[src/rtl/game_pkg.sv]
// Shared game definitions: obstacle codes, sequencer states and default timing.
package game_pkg;

  localparam logic [3:0] OBST_NONE    = 4'd0;
  localparam logic [3:0] OBST_VLASERS = 4'd1;
  localparam logic [3:0] OBST_HLASERS = 4'd2;
  localparam logic [3:0] OBST_SPIKES  = 4'd3;
  localparam logic [3:0] OBST_BLOCKS  = 4'd4;

  localparam int unsigned DEF_NUM_OBSTACLES = 4;
  localparam int unsigned DEF_ROUNDS        = 16;
  localparam int unsigned DEF_GAP_CYCLES    = 32000000;
  localparam int unsigned DEF_START_TIMEOUT = 64;

  typedef enum logic [2:0] {
    StIdle,
    StGap,
    StStart,
    StWaitAck,
    StRun,
    StFinished
  } seq_state_e;

  // Code that follows `code` cyclically in 1..num: (code mod num) + 1.
  function automatic logic [3:0] next_code(input logic [3:0] code, input int unsigned num);
    if (code >= 4'(num)) begin
      return OBST_VLASERS;
    end
    return code + 4'd1;
  endfunction

endpackage

[src/rtl/lfsr8.sv]
// 8-bit Fibonacci LFSR, x^8+x^6+x^5+x^4+1, shifting left; advances only when step is high.
module lfsr8 (
  input  logic       clk,
  input  logic       rst,
  input  logic       step,
  input  logic [7:0] seed,
  output logic [7:0] value
);

  logic [7:0] value_q;

  always_ff @(posedge clk or posedge rst) begin
    if (rst) begin
      value_q <= seed;
    end else if (step) begin
      value_q <= {value_q[6:0], value_q[7] ^ value_q[5] ^ value_q[4] ^ value_q[3]};
    end
  end

  assign value = value_q;

endmodule

[src/rtl/obstacle_sequencer.sv]
// Picks the next obstacle, issues its start pulse and tracks completion, time-outs and rounds.
module obstacle_sequencer
  import game_pkg::*;
#(
  parameter int unsigned NUM_OBSTACLES = DEF_NUM_OBSTACLES,
  parameter int unsigned ROUNDS        = DEF_ROUNDS,
  parameter int unsigned GAP_CYCLES    = DEF_GAP_CYCLES,
  parameter int unsigned START_TIMEOUT = DEF_START_TIMEOUT,
  parameter logic [7:0]  LFSR_SEED     = 8'hA5
) (
  input  logic       clk,
  input  logic       rst,
  input  logic       game_on,
  input  logic       menu_on,
  input  logic       play_selected,
  input  logic       obstacle_working,
  input  logic       obstacle_done,
  output logic [3:0] selected,
  output logic       start,
  output logic [7:0] round_count,
  output logic       timeout_err,
  output logic       level_done
);

  localparam logic [25:0] GapLast     = 26'(GAP_CYCLES - 1);
  localparam logic [25:0] TimeoutLast = 26'(START_TIMEOUT - 1);

  seq_state_e  state_q, state_d;
  logic [25:0] counter_q, counter_d;
  logic [3:0]  last_id_q, last_id_d;
  logic [3:0]  selected_q, selected_d;
  logic        start_q, start_d;
  logic [7:0]  round_q, round_d;
  logic        timeout_q, timeout_d;
  logic        level_done_q, level_done_d;

  logic        lfsr_step;
  logic [7:0]  lfsr_value;
  logic [3:0]  raw_id, pick_id;
  logic [7:0]  round_inc;
  logic        abort;

  lfsr8 u_lfsr (
    .clk   (clk),
    .rst   (rst),
    .step  (lfsr_step),
    .seed  (LFSR_SEED),
    .value (lfsr_value)
  );

  assign abort     = menu_on | ~play_selected;
  assign raw_id    = 4'((lfsr_value & 8'(NUM_OBSTACLES - 1)) + 8'd1);
  // Never run the same obstacle twice in a row.
  assign pick_id   = (raw_id == last_id_q) ? next_code(last_id_q, NUM_OBSTACLES) : raw_id;
  assign round_inc = round_q + 8'd1;

  always_comb begin
    state_d      = state_q;
    counter_d    = counter_q;
    last_id_d    = last_id_q;
    selected_d   = selected_q;
    round_d      = round_q;
    start_d      = 1'b0;
    timeout_d    = 1'b0;
    level_done_d = 1'b0;
    lfsr_step    = 1'b0;

    if (state_q != StIdle && abort) begin
      state_d    = StIdle;
      selected_d = OBST_NONE;
      counter_d  = '0;
    end else begin
      unique case (state_q)
        StIdle: begin
          selected_d = OBST_NONE;
          if (game_on && play_selected && !menu_on) begin
            round_d   = '0;
            counter_d = '0;
            state_d   = StGap;
          end
        end
        StGap: begin
          if (counter_q == GapLast) begin
            selected_d = pick_id;
            last_id_d  = pick_id;
            lfsr_step  = 1'b1;
            counter_d  = '0;
            state_d    = StStart;
          end else begin
            counter_d = counter_q + 26'd1;
          end
        end
        StStart: begin
          start_d   = 1'b1;
          counter_d = '0;
          state_d   = StWaitAck;
        end
        StWaitAck: begin
          if (obstacle_done) begin
            round_d    = round_inc;
            selected_d = OBST_NONE;
            counter_d  = '0;
            if (round_inc == 8'(ROUNDS)) begin
              state_d      = StFinished;
              level_done_d = 1'b1;
            end else begin
              state_d = StGap;
            end
          end else if (obstacle_working) begin
            counter_d = '0;
            state_d   = StRun;
          end else if (counter_q == TimeoutLast) begin
            timeout_d  = 1'b1;
            selected_d = OBST_NONE;
            counter_d  = '0;
            state_d    = StGap;
          end else begin
            counter_d = counter_q + 26'd1;
          end
        end
        StRun: begin
          if (obstacle_done) begin
            round_d    = round_inc;
            selected_d = OBST_NONE;
            counter_d  = '0;
            if (round_inc == 8'(ROUNDS)) begin
              state_d      = StFinished;
              level_done_d = 1'b1;
            end else begin
              state_d = StGap;
            end
          end
        end
        StFinished: begin
          level_done_d = 1'b1;
          selected_d   = OBST_NONE;
        end
        default: begin
          state_d    = StIdle;
          selected_d = OBST_NONE;
          counter_d  = '0;
        end
      endcase
    end
  end

  always_ff @(posedge clk or posedge rst) begin
    if (rst) begin
      state_q      <= StIdle;
      counter_q    <= '0;
      last_id_q    <= OBST_NONE;
      selected_q   <= OBST_NONE;
      start_q      <= 1'b0;
      round_q      <= '0;
      timeout_q    <= 1'b0;
      level_done_q <= 1'b0;
    end else begin
      state_q      <= state_d;
      counter_q    <= counter_d;
      last_id_q    <= last_id_d;
      selected_q   <= selected_d;
      start_q      <= start_d;
      round_q      <= round_d;
      timeout_q    <= timeout_d;
      level_done_q <= level_done_d;
    end
  end

  assign selected    = selected_q;
  assign start       = start_q;
  assign round_count = round_q;
  assign timeout_err = timeout_q;
  assign level_done  = level_done_q;

endmodule

[config.mk]
export PLATFORM = sky130hd
export DESIGN_NAME = obstacle_sequencer
export DESIGN_NICKNAME = d
export VERILOG_FILES = /design/src/rtl/game_pkg.sv /design/src/rtl/lfsr8.sv /design/src/rtl/obstacle_sequencer.sv
export SDC_FILE = /design/constraint.sdc
export NUM_CORES = 1
export LEC_CHECK = 0
export CORE_MARGIN = 4
export CORE_UTILIZATION = 57
export DETAILED_ROUTE_END_ITERATION = 8
export PLACE_DENSITY = 0.77
export SLEW_MARGIN = 20
export SYNTH_ARGS = -nofsm -noshare
export SYNTH_HDL_FRONTEND = slang
export SYNTH_SLANG_ARGS = --single-unit
[constraint.sdc]
create_clock -name clk -period 5.02 [get_ports clk]
set_clock_uncertainty 0.2 [all_clocks]
set_input_delay 1.004 -clock clk [delete_from_list [all_inputs] [get_ports clk]]
set_output_delay 1.004 -clock clk [all_outputs]
set_load 0.01 [all_outputs]
==> results of run 1 <==
==> critical path: cells and delay by family <==
family,cells,cell delay [ns]
AOI/OAI and AO/OA,1,0.16
buffers and inverters,1,0.47
muxes,1,0.37
and+or+nand+nor,4,1.22
==> cell usage after synthesis (2+ instances only) <==
cell type / n / area, µm²
and2_1: 3 / 18.8
or2_2: 2 / 12.5
mux2_4: 3 / 45.0
o211ai_1: 3 / 22.5
and4_1: 2 / 17.5
a21o_1: 4 / 30.0
nor4_1: 4 / 25.0
o311ai_1: 3 / 26.3
o21ai_1: 4 / 20.0
xnor2_1: 5 / 43.8
mux2_1: 2 / 22.5
nor2_1: 33 / 124
o21ai_0: 27 / 135
a31oi_1: 13 / 81.3
nand3_1: 18 / 90.1
nor3_1: 13 / 65.1
dfrtp_1: 52 / 1300
nand2b_1: 7 / 43.8
nor3_2: 2 / 20.0
dfstp_2: 4 / 105
inv_1: 6 / 22.5
nand2_1: 37 / 139
a21oi_1: 20 / 100
o31ai_1: 4 / 30.0
mux2i_1: 3 / 30.0
o22ai_1: 2 / 12.5
nand4_1: 7 / 43.8
xor2_1: 6 / 52.6
a211oi_1: 2 / 15.0
a22oi_1: 2 / 15.0
mux2_2: 4 / 45.0
ha_1: 5 / 62.6
a22o_1: 3 / 26.3
clkbuf_1: 7 / 26.3
nor2b_1: 6 / 37.5
or3_1: 3 / 18.8
buf_2: 6 / 30.0
nor3b_1: 2 / 15.0
and3_1: 6 / 37.5
==> state kept, by name, indices dropped and copies added, names as in the netlist <==
name	count
counter_q	26
last_id_q	4
level_done	1
round_count	8
selected	4
start	1
state_q	3
timeout_err	1
u_lfsr.value	8
==> worst paths after layout <==
check / startpoint / slack [ns] / to
max in group asynchronous: rst / 3.16 / counter_q[5]
worst max-delay path: menu_on / 1.78 / u_lfsr.value[4]
min in group asynchronous: rst / 1.00 / selected[0]
worst max register to register: counter_q[0] / 1.89 / u_lfsr.value[4]
worst min register to register: selected[1] / 0.28 / selected[1]
worst min-delay path: selected[1] / 0.28 / selected[1]
==> final cells by class <==
class,count,area share (%)
repair buffers,22,6.08
well taps,72,2.51
inverters,6,0.628
multi-input cells,281,48.3
clock inverters,3,1.29
clock buffers,5,1.92
flip-flops and latches,56,39.2
==> power by group through the flow <==
stage | Clock [mW] | Combinational [mW] | Sequential (mW)
final | 0.305 | 0.270 | 0.533
after detailed placement | 0 | 0.270 | 0.541
after CTS | 0.313 | 0.272 | 0.532
after floorplan | 0 | 0.212 | 0.526
after global routing | 0.333 | 0.300 | 0.541
after global placement | 0 | 0.264 | 0.539
==> logic make-up after synthesis <==
family | count (synthesis) | synth area share (%)
adders and majority gates | 5 | 1.94
DFF | 56 | 43.6
buffers and inverters | 20 | 2.79
and+or+nand+nor | 156 | 25.3
xor gates and xnor gates | 11 | 2.98
AOI/OAI and AO/OA | 97 | 19.0
muxes | 12 | 4.42
==> routing by layer <==
metal / vias to the layer above / share of wire [%] / global-route usage, %
li1: 1339 / - / -
met1: 1295 / 48 / 29.3
met2: 40 / 48 / 33.7
met3: 8 / 2.9 / 3.47
met4: 0 / 1.3 / 5.20
met5: - / 0 / 0
==> placed cells by master (no fill, tap or decap), types with 4 or more instances in the layout <==
cell,instances
clkdlybuf4s50_1,21
xnor2_1,5
nand2_1,37
nor2_1,33
inv_1,5
nand2b_1,7
nor2b_1,6
dfrtp_1,52
nor4_1,4
o21ai_1,4
nor3_1,13
dfstp_2,4
o31ai_1,4
nand3_1,18
mux2_2,4
a21o_1,4
and3_1,6
xor2_1,6
ha_1,5
a21oi_1,20
clkbuf_8,5
o21ai_0,27
a31oi_1,13
nand4_1,7
==> per-stage QoR <==
| step | area, µm² | util, % |
|---|---|---|
| 4_1_cts | 3580 | 65.1 |
| 2_1_floorplan | 3230 | - |
| 3_3_place_gp | 3470 | 63.0 |
| 5_1_grt | 3580 | 65.1 |
| 3_5_place_dp | 3470 | 63.0 |
| 6_report | 3580 | 65.1 |
==> metrics.yaml, run 1 <==
status:
  status: "complete, no violations"
pwr:
  power_frac_seq_pct: 48.1
  switching_share_pct: 33.0
  vdd_drop_max_mv: 0.178
  power_frac_clock_pct: 27.5
  p_per_area_nw_per_um2: 309
  fin_total_pwr_mw: 1.11
  power_frac_comb_pct: 24.4
  p_sw_mw: 0.366
  p_leak_nw: 1.48
  intPower_mw: 0.742
setup_path:
  rr_worst_depth: 7
  cp_slowest_cell: "clkdlybuf4s50_1"
  required_ns: 5.03
  crit_path_end_kind: "flop"
  slowest_delay_ns: 0.47
  critPathMaxFanout: 32
  path_cells: "clkdlybuf4s50_1 > nand2b_1 > nor2_1 > o211ai_2 > nand2_2 > nor2_4 > mux2_2"
  crit_type: "in -> reg"
  crit_arrival_ns: 3.24
  start_kind: "primary input"
clock_tree:
  clock-root-buffer: "clkbuf_8"
  cts_tree: "yes"
  clk_latency_ns: 0.31
  hold_buffers: 0
  cts_buffers: 5
  clockBufferDepth: 2
  cts_setup_buffers: 0
  cts_resized: 0
  cts.sinks: 56
  htree_levels: 2
  clk_pin_slew_worst_paths_ns: 0.10
routing:
  totalWireLength_mm: 6.95
  antenna_left: 0
  drc: 0
  routedWlPerCell_um: 15.6
  drt-initial-drc-count: 279
  drt_pass1_iterations: 4
  vias: 2682
  avgViaCountPerCell: 6.03
timing:
  finalSetupViolCount: 0
  fin_crit_sh_pct: 64.5
  hold_viol: 0
  final-max-slew-violation-count: 0
  rsz0062_at_grt: "no"
  tightestPinTransition_ns: 1.02
  period_needed_ns: 3.24
  max_freq_mhz: 309
  tns_ns: 0
  slew_headroom_pct: 32.0
  finalWorstSetupSlack_ns: 1.78
  hold_slack_ns: 0.284
cells_and_area:
  diodes: 0
  regArea_um2: 1410
  syn2layout_area_growth_pct: 11.0
  drive_gt1_share_pct: 9.12
  finalNetCount: 384
  nFillCells: 464
  multiInputGateArea_um2: 1730
  stdcell_count: 445
global_routing:
  grt_max_degree: 57
  groute.usage.overall_pct: 20.9
  grt_pass1_vias: 2583
  grt_pass1_wl_mm: 12.1
  antenna_found_initial: 0
  overflow: 0
floorplanning:
  die-width_um: 83.3
  ioPinCount: 22
  core.rowCount: 27
  initial_core_util_pct: 58.6
  dieArea_um2: 6930
  core_region_area_um2: 5510
  dieHeight_um: 83.3
yosys:
  netlist_area_um2: 3230
  synth_seq_cells: 56
  synth_cells: 357
  ys_warn_count: 0
  yosysSeqAreaShare_pct: 43.6
  synth_edf_count: 0
  synthArstFlopShare_pct: 100
  synth.net_count: 369
  synth_area_per_cell_um2: 9.04
  synth_ff_type: "dfrtp_1"
  synth.distinct_cells: 61
placement:
  dp_worst_setup_slack_ns: 1.48
  dp.cells: 437
  port-buffer-count: 21
  dp_hpwl_mm: 4.84
  gp_congestion: 0.913
min_path:
  hold_depth: 1
  hp-class: "reg -> reg"
run:
  drv_cap: 0
Note: power is estimated with default switching activity, not from simulation.
==> inputs of run 2 (changes only) <==
CORE_UTILIZATION = 53   (was 57)
PLACE_DENSITY = 0.76   (was 0.77)
clock period = 2.86 ns   (was 5.02 ns; I/O delays follow)
==> metrics.yaml, run 2 (synthesis gave the netlist of run 1 again) <==
timing:
  period_needed_ns: 2.72
  hold_slack_ns: 0.305  # was 0.284 ns
  finalSetupViolCount: 0  # unchanged
  fin_crit_sh_pct: 95.1
  tightestPinTransition_ns: 0.941  # was 1.02 ns
  slew_headroom_pct: 37.0  # was 32.0%
  hold_viol: 0  # unchanged
  rsz0062_at_grt: "no"  # unchanged
  max_freq_mhz: 368
  tns_ns: 0  # unchanged
  final-max-slew-violation-count: 0  # unchanged
routing:
  vias: 2786  # was 2682
  antenna_left: 0  # unchanged
  totalWireLength_mm: 7.56  # was 6.95 mm
  avgViaCountPerCell: 6.08  # was 6.03
  drt-initial-drc-count: 256  # was 279
  routedWlPerCell_um: 16.5  # was 15.6 µm
  drt_pass1_iterations: 4  # unchanged
  drc: 0  # unchanged
cells_and_area:
  drive_gt1_share_pct: 11.5  # was 9.12%
  regArea_um2: 1410  # unchanged
  largest-register: "counter_q"  # unchanged
  finalNetCount: 394  # was 384
  diodes: 0  # unchanged
  final_cell_mix: "dfrtp_1 (52), nand2_1 (37), nor2_1 (33)"  # unchanged
  final_util_pct: 62.0  # was 65.1%
  syn2layout_area_growth_pct: 13.7  # was 11.0%
  nFillCells: 495  # was 464
  multiInputGateArea_um2: 1730  # unchanged
  layout_commonest_cell: "dfrtp_1"  # unchanged
  stdcell_count: 458  # was 445
  largest_reg_flops: 26  # unchanged
global_routing:
  groute.usage.overall_pct: 21.7  # was 20.9%
  grt_max_degree: 28  # was 57
  grt_pass1_vias: 2705  # was 2583
  antenna_found_initial: 0  # unchanged
  grt_pass1_wl_mm: 13.0  # was 12.1 mm
  overflow: 0  # unchanged
floorplanning:
  die-width_um: 86.0  # was 83.3 µm
  ioPinCount: 22  # unchanged
  initial_core_util_pct: 54.5  # was 58.6%
  dieHeight_um: 86.0  # was 83.3 µm
  dieArea_um2: 7400  # was 6930 µm²
  core_region_area_um2: 5920  # was 5510 µm²
  core.rowCount: 28  # was 27
clock_tree:
  clockBufferDepth: 2  # unchanged
  hold_buffers: 0  # unchanged
  clk_latency_ns: 0.31  # about the same
  cts_tree: "yes"  # unchanged
  cts_buffers: 5  # unchanged
  clock-root-buffer: "clkbuf_8"  # unchanged
  clk_pin_slew_worst_paths_ns: 0.10  # about the same
  cts_setup_buffers: 0  # unchanged
  htree_levels: 2  # unchanged
  cts_resized: 0  # unchanged
  cts.sinks: 56  # unchanged
min_path:
  hp-class: "reg -> reg"  # unchanged
pwr:
  p_per_area_nw_per_um2: 536  # was 309 nW/µm²
  power_frac_seq_pct: 47.4  # was 48.1%
  p_leak_nw: 1.53  # was 1.48 nW
  vdd_drop_max_mv: 0.385  # was 0.178 mV
  switching_share_pct: 32.9  # was 33.0%
  fin_total_pwr_mw: 1.97  # was 1.11 mW
  power_frac_clock_pct: 26.9  # was 27.5%
  intPower_mw: 1.32  # was 0.742 mW
  power_frac_comb_pct: 25.8  # was 24.4%
  p_sw_mw: 0.647  # was 0.366 mW
status:
  status: "complete, no violations"  # unchanged
run:
  drv_cap: 0  # unchanged
setup_path:
  crit_arrival_ns: 2.72  # was 3.24 ns
  critPathMaxFanout: 7  # was 32
  crit_path_end_kind: "flop"  # unchanged
  start_kind: "flop"  # was primary input
  crit_type: "reg -> reg"  # was in -> reg
  required_ns: 2.86  # was 5.03 ns
placement:
  gp_congestion: 0.946  # was 0.913
  port-buffer-count: 21  # unchanged
  dp.cells: 450  # was 437
  dp_hpwl_mm: 5.44  # was 4.84 mm
==> run 2: changes by cell type in the layout (fill, tap and decap cells not counted), sizes merged <==
cell	previous run	this run
clkinv	0	1
inv	7	6
buf	1	11
==> run 2: per-layer routing <==
| layer | share of wire, % | track usage [%] | vias to the layer above |
|---|---|---|---|
| met4 | 0.98 | 6.04 | 0 |
| met5 | 0 | 0 | - |
| met2 | 49 | 35.5 | 72 |
| met1 | 46 | 29.8 | 1349 |
| li1 | - | - | 1358 |
| met3 | 4.3 | 3.65 | 7 |
==> run 2: cell type report <==
cell class	count	area share [%]
Clock inverter	3	1.16
Clock buffer	5	1.87
Inverter	6	0.613
Timing Repair Buffer	32	8.32
Tap cell	75	2.56
Multi-Input combinational cell	281	47.2
Sequential cell	56	38.3
==> run 2: worst paths after layout <==
| kind | slack [ns] | depth (start not counted) | from | endpoint |
|---|---|---|---|---|
| worst max-delay path | 0.14 | 7 | counter_q[1] | u_lfsr.value[4] |
| worst min-delay path | 0.30 | 1 | selected[1] | selected[1] |
| worst max register to register | 0.14 | 7 | counter_q[1] | u_lfsr.value[4] |
| worst min register to register | 0.30 | 1 | selected[1] | selected[1] |
| max in group asynchronous | 1.50 | 3 | rst | u_lfsr.value[7] |
| min in group asynchronous | 0.38 | 2 | rst | level_done |
==> run 2: per-stage QoR <==
stage | setup slack [ns] | cell area, µm²
floorplan | 0.481 | 3230
global route | 0.0448 | 3670
global placement | 0.104 | 3560
detailed placement | 0.0347 | 3560
finish | 0.139 | 3670
CTS | 0.166 | 3670
==> run 2: critical path, stage by stage (launching register included) <==
cell      delay, ns
dfrtp_1        0.44
ha_1           0.27
nor4bb_1       0.30
nand4_1        0.29
o21ai_4        0.32
nand2_2        0.17
nor2_4         0.23
mux2_2         0.38
==> run 2: power groups by stage <==
stage                     clock [mW]  combinational (mW)  sequential, mW
after floorplan                    0               0.373           0.923
after global placement             0               0.488           0.941
after detailed placement           0               0.503           0.946
after CTS                      0.535               0.507           0.930
after global routing           0.565               0.570           0.942
final                          0.528               0.507           0.931
